**src/rtl/lsu_pkg.sv**
```systemverilog
// Shared definitions for the load/store unit: access-size encodings,
// controller state type and the address-to-lane helpers used by lsu_ctrl.
package lsu_pkg;

  localparam int WORD_WIDTH = 32;

  // RISC-V funct3 size encodings
  localparam logic [2:0] LDST_B  = 3'd0;
  localparam logic [2:0] LDST_H  = 3'd1;
  localparam logic [2:0] LDST_W  = 3'd2;
  localparam logic [2:0] LDST_BU = 3'd4;
  localparam logic [2:0] LDST_HU = 3'd5;

  typedef enum logic [1:0] {
    ST_IDLE = 2'd0,
    ST_BUSY = 2'd1,
    ST_DONE = 2'd2
  } lsu_state_e;

  // Legal size and naturally aligned for that size
  function automatic logic access_ok(input logic [2:0] size, input logic [1:0] off);
    logic ok;
    case (size)
      LDST_B, LDST_BU: ok = 1'b1;
      LDST_H, LDST_HU: ok = ~off[0];
      LDST_W:          ok = (off == 2'b00);
      default:         ok = 1'b0;
    endcase
    return ok;
  endfunction

  // Byte enables for the addressed lanes
  function automatic logic [3:0] byte_en(input logic [2:0] size, input logic [1:0] off);
    logic [3:0] be;
    case (size)
      LDST_B, LDST_BU: be = 4'b0001 << off;
      LDST_H, LDST_HU: be = 4'b0011 << {off[1], 1'b0};
      LDST_W:          be = 4'b1111;
      default:         be = 4'b0000;
    endcase
    return be;
  endfunction

  // Replicate right-aligned store data across every lane it may land in
  function automatic logic [WORD_WIDTH-1:0] lane_data(input logic [2:0] size,
                                                      input logic [WORD_WIDTH-1:0] wd);
    logic [WORD_WIDTH-1:0] d;
    case (size)
      LDST_B, LDST_BU: d = {4{wd[7:0]}};
      LDST_H, LDST_HU: d = {2{wd[15:0]}};
      default:         d = wd;
    endcase
    return d;
  endfunction

endpackage

```
**src/rtl/lsu_ctrl_load_ext.sv**
```systemverilog
// Load data extraction: picks the addressed byte/half out of the memory
// word and sign- or zero-extends it to a right-aligned register value.
module load_ext
  import lsu_pkg::*;
(
  input  logic [WORD_WIDTH-1:0] mem_rd,
  input  logic [2:0]            size,
  input  logic [1:0]            addr,
  output logic [WORD_WIDTH-1:0] rd_next
);

  logic [7:0]  byte_s;
  logic [15:0] half_s;

  // Lane selection by low address bits
  always_comb begin
    byte_s = 8'h00;
    half_s = 16'h0000;
    case (addr)
      2'd0:    byte_s = mem_rd[7:0];
      2'd1:    byte_s = mem_rd[15:8];
      2'd2:    byte_s = mem_rd[23:16];
      2'd3:    byte_s = mem_rd[31:24];
      default: byte_s = 8'h00;
    endcase
    if (addr[1]) begin
      half_s = mem_rd[31:16];
    end else begin
      half_s = mem_rd[15:0];
    end
  end

  // Extension according to access size
  always_comb begin
    rd_next = '0;
    case (size)
      LDST_B:  rd_next = {{24{byte_s[7]}}, byte_s};
      LDST_BU: rd_next = {24'h000000, byte_s};
      LDST_H:  rd_next = {{16{half_s[15]}}, half_s};
      LDST_HU: rd_next = {16'h0000, half_s};
      LDST_W:  rd_next = mem_rd;
      default: rd_next = mem_rd;
    endcase
  end

endmodule

```
**src/rtl/lsu_ctrl.sv**
```systemverilog
// Load/store unit controller: accepts one core access at a time, checks
// alignment, runs a single memory transaction from latched registers and
// returns extended load data. The core is stalled until the DONE cycle.
module lsu_ctrl
  import lsu_pkg::*;
(
  input  logic                  clk,
  input  logic                  rst,
  input  logic                  core_req,
  input  logic                  core_we,
  input  logic [2:0]            core_size,
  input  logic [WORD_WIDTH-1:0] core_addr,
  input  logic [WORD_WIDTH-1:0] core_wd,
  output logic [WORD_WIDTH-1:0] core_rd,
  output logic                  core_stall,
  output logic                  core_err,
  output logic                  mem_req,
  output logic                  mem_we,
  output logic [3:0]            mem_be,
  output logic [WORD_WIDTH-1:0] mem_addr,
  output logic [WORD_WIDTH-1:0] mem_wd,
  input  logic [WORD_WIDTH-1:0] mem_rd,
  input  logic                  mem_ready
);

  lsu_state_e            state_r;
  lsu_state_e            next_s;
  logic                  we_r;
  logic [3:0]            be_r;
  logic [WORD_WIDTH-1:0] addr_r;
  logic [WORD_WIDTH-1:0] wd_r;
  logic [2:0]            size_r;
  logic [1:0]            off_r;
  logic                  err_r;
  logic                  ok_s;
  logic                  busy_s;
  logic [WORD_WIDTH-1:0] ext_s;

  assign ok_s   = access_ok(core_size, core_addr[1:0]);
  assign busy_s = (state_r == ST_BUSY);

  // Memory side comes only from latched registers, gated by BUSY
  assign mem_req    = busy_s;
  assign mem_we     = busy_s & we_r;
  assign mem_be     = busy_s ? be_r : 4'b0000;
  assign mem_addr   = addr_r;
  assign mem_wd     = wd_r;
  assign core_stall = core_req & (state_r != ST_DONE);
  assign core_err   = (state_r == ST_DONE) & err_r;

  load_ext u_load_ext (
    .mem_rd  (mem_rd),
    .size    (size_r),
    .addr    (off_r),
    .rd_next (ext_s)
  );

  // Next-state logic
  always_comb begin
    next_s = state_r;
    case (state_r)
      ST_IDLE: begin
        if (core_req) begin
          next_s = ok_s ? ST_BUSY : ST_DONE;
        end else begin
          next_s = ST_IDLE;
        end
      end
      ST_BUSY: begin
        if (mem_ready) begin
          next_s = ST_DONE;
        end else begin
          next_s = ST_BUSY;
        end
      end
      ST_DONE: next_s = ST_IDLE;
      default: next_s = ST_IDLE;
    endcase
  end

  // State register
  always_ff @(posedge clk or negedge rst) begin
    if (!rst) begin
      state_r <= ST_IDLE;
    end else begin
      state_r <= next_s;
    end
  end

  // Capture the access on acceptance; a rejected access only flags the error
  always_ff @(posedge clk or negedge rst) begin
    if (!rst) begin
      we_r   <= 1'b0;
      be_r   <= 4'b0000;
      addr_r <= '0;
      wd_r   <= '0;
      size_r <= 3'd0;
      off_r  <= 2'd0;
      err_r  <= 1'b0;
    end else if ((state_r == ST_IDLE) && core_req) begin
      if (ok_s) begin
        we_r   <= core_we;
        be_r   <= byte_en(core_size, core_addr[1:0]);
        addr_r <= {core_addr[WORD_WIDTH-1:2], 2'b00};
        wd_r   <= lane_data(core_size, core_wd);
        size_r <= core_size;
        off_r  <= core_addr[1:0];
        err_r  <= 1'b0;
      end else begin
        err_r  <= 1'b1;
      end
    end
  end

  // Load result register, updated only when a load completes
  always_ff @(posedge clk or negedge rst) begin
    if (!rst) begin
      core_rd <= '0;
    end else if (busy_s && mem_ready && !we_r) begin
      core_rd <= ext_s;
    end
  end

endmodule

```
**config.mk**
```make
export PLATFORM = sky130hd
export DESIGN_NAME = lsu_ctrl
export DESIGN_NICKNAME = d
export VERILOG_FILES = /design/src/rtl/lsu_pkg.sv /design/src/rtl/lsu_ctrl_load_ext.sv /design/src/rtl/lsu_ctrl.sv
export SDC_FILE = /design/constraint.sdc
export NUM_CORES = 1
export LEC_CHECK = 0
export BUFFER_PORTS_ARGS = -buffer_cell sky130_fd_sc_hd__buf_2
export CORE_AREA = 4 4 104 106
export CTS_CLUSTER_DIAMETER = 80
export DETAILED_ROUTE_END_ITERATION = 6
export DIE_AREA = 0 0 108 110
export GPL_ROUTABILITY_DRIVEN = 0
export PLACE_DENSITY = 0.85
export SLEW_MARGIN = 10
export SYNTH_ARGS = -nofsm -noshare
export SYNTH_HDL_FRONTEND = slang
export SYNTH_SLANG_ARGS = --single-unit
```
**constraint.sdc**
```tcl
create_clock -name clk -period 2.9 [get_ports clk]
set_input_delay 0.145 -clock clk [delete_from_list [all_inputs] [get_ports clk]]
set_output_delay 0.145 -clock clk [all_outputs]
set_load 0.02 [all_outputs]
```
==> metrics <==
status finished clean; fill cell count 760; Antenna Violating Nets Remaining 0; clk sinks 107; sequential cell area 2678 um2; FP Rows 36; CTS Buffer Depth 2; Cell Pwr Density 897.5 nW/um2; I/O pin cnt 208; Mapped Area 5004 um2; detail-routed via count per cell 5.484; fmax 473.2 MHz; Clock transition at path regs 100 ps; Multi-input gate area 2122 um2; final setup fails 0; die area 11880 um2; final setup TNS 0 ps; r2r endpoint core_rd[6]; Max FO, Critical Path 16; GRT overflow 0; ranking of synthesized cells by area dfrtp_1 54%, mux2_2 9.5%, mux2i_1 5.8%; crit path DAT 2350 ps; RSZ-0062 raised after global routing no; Worst Skew 18.72 ps; routed len/inst 18.01 um; Netlist cell types 39; hold endpoint mem_addr[8]; cell count after synthesis 465; Util after Layout 0.6722; Yosys reg bits 107; layout cells sized above 1 0.4017; Leak 3.228 nW; CTS root buf clkbuf_8; fin crit share 0.7286; HP Start core_addr[8]; drt total wl 14770 um; Final HPWL DP 10340 um; area leader, netlist dfrtp_1; critical path type flip-flop to flip-flop; Clk Latency, worst-skew pair 370 ps; Initial Utilization 0.5119; core area 9774 um2; TritonCTS buffer count 9; Tmin final 2113 ps; largest net degree at the start of global routing 78; vias post-DR 4497; Die Width 108 um; sequential cell area fraction in the yosys report 0.5351; worst slew pin tran 813.3 ps; CTS tree built; fin nets 786; YS warnings 0; post-cts gate resize count 0; Port Buf Inserts 205; Rel. slew slack 0.4561; Reg2Reg Setup Slack 790 ps; Critical Path Sink Type flip-flop; initial antenna violation count 0; Required @ worst endpoint 3140 ps; CTS H-Tree Depth 3; initial drt markers 287; first-pass GRT wire length 23320 um; final number of max-transition violations 0; Synth top area share 0.5351; worst reg-to-reg path cell count 4; drt first pass iters 6; min-delay worst type input port to flip-flop; worst hold path depth 2; Max VDD drop 544.1 uV; Layout area overhead 31.31%; Global Route Usage Sum 0.2510; drc violations 0; r2r startpoint size_r[0]; # diodes 0; Syn Area/Cell 10.76 um2; number of global-route vias before repair 4656; Fin. Hold Viols 0; Die H 110 um; CP startpoint kind flip-flop; Max-Cap Viols 0
-- stage by stage --
stage | instances | cell area, um2 | hold slack, ps | worst slack [ps] | total power (W)
4_1_cts | 820 | 6570 | 4.124 | 794.0 | 0.005903
2_1_floorplan | 466 | 5007 | -150.6 | 1335 | 0.003998
3_5_place_dp | 777 | 6098 | 227.6 | 820.1 | 0.004930
3_3_place_gp | 777 | 6098 | 214.0 | 913.2 | 0.004830
5_1_grt | 820 | 6570 | 5.998 | 663.3 | 0.006261
6_report | 820 | 6570 | 17.01 | 786.9 | 0.005896
-- worst max path at each step --
stage,end,start,slack [ps]
global route,core_rd[6],size_r[0],660
CTS,core_rd[6],size_r[0],790
floorplan,core_rd[15],off_r[1],1330
finish,core_rd[6],size_r[0],790
detailed placement,core_rd[6],size_r[0],820
global placement,core_rd[0],size_r[0],910
-- layer usage --
layer | up-vias | wire length [um] | global-route usage
met4 | 0 | 409 | 0.1073
met1 | 2165 | 5279 | 0.2865
li1 | 2047 | - | -
met3 | 36 | 1561 | 0.07513
met5 | - | 0 | 0
met2 | 249 | 7516 | 0.4396
-- synthesized netlist by cell type --
cell       count
dfrtp_1      107
nand2_1       58
a21oi_1       49
mux2_2        42
o21ai_0       40
nor2_1        34
mux2i_1       29
buf_2         16
and2_1        10
clkbuf_1       9
mux2_1         9
inv_1          7
nand3b_1       7
buf_6          5
o31ai_1        5
nor3b_1        4
o32a_1         4
nand2b_1       3
o22ai_1        3
a211oi_1       2
buf_1          2
buf_4          2
o21ai_1        2
a211oi_4       1
a21boi_0       1
a221oi_1       1
a311oi_1       1
a31oi_2        1
and3_1         1
and4bb_2       1
conb_1         1
mux4_2         1
nand3_1        1
nand4bb_1      1
nor2_2         1
nor2b_1        1
nor3_1         1
nor4_4         1
o41ai_1        1
-- critical path: stages (launching register included) --
cell,delay (ps)
dfrtp_1,600
nand2b_1,580
mux2_2,410
a211oi_1,260
o22ai_1,130
-- sequential cells by signal, summed over array words and instances, names as in the netlist --
register / flops
err_r: 1
off_r: 2
size_r: 3
state_r: 2
core_rd: 32
mem_wd: 32
be_r: 4
we_r: 1
mem_addr: 30
-- cells in the final DEF, fill, tap and decap left out, types with 10 or more instances in the layout --
cell,n
a21oi_1,49
and2_1,10
buf_2,204
clkbuf_8,10
dfrtp_1,107
dlygate4sd3_1,27
mux2_2,42
mux2i_1,29
nand2_1,58
nor2_1,34
o21ai_0,40
-- logic make-up after synthesis --
kind of cell           Yosys count  share of synthesized area
flip-flops                     107                     0.5351
other                            1                  0.0007495
AND/OR/NAND/NOR                124                     0.1165
AO/OA/AOI/OAI                  111                     0.1265
buffers and inverters           41                    0.04376
multiplexers                    81                     0.1773
-- area by class of cell --
| cell class | count | share of cell area |
|---|---|---|
| clock inverter | 5 | 0.009141 |
| sequential | 107 | 0.4075 |
| tap | 133 | 0.02533 |
| timing repair buffer | 239 | 0.2095 |
| multi-input combinational | 318 | 0.3230 |
| clock buffer | 11 | 0.02152 |
| inverter | 7 | 0.003999 |
-- where the power goes --
| group | switching, W | leakage, nW | internal, W | total [W] |
|---|---|---|---|---|
| combinational | 0.00157 | 1.84 | 0.000949 | 0.00252 |
| sequential | 0.000363 | 1.29 | 0.00208 | 0.00244 |
| clock | 0.000506 | 0.0999 | 0.000427 | 0.000933 |
| total | 0.00244 | 3.23 | 0.00345 | 0.00590 |
-- repair_timing --
action,in CTS,in global routing
setup buffers,0,0
hold buffers,27,0
endpoints found under the hold margin,78,0
Note: power is estimated with default switching activity, not from simulation.
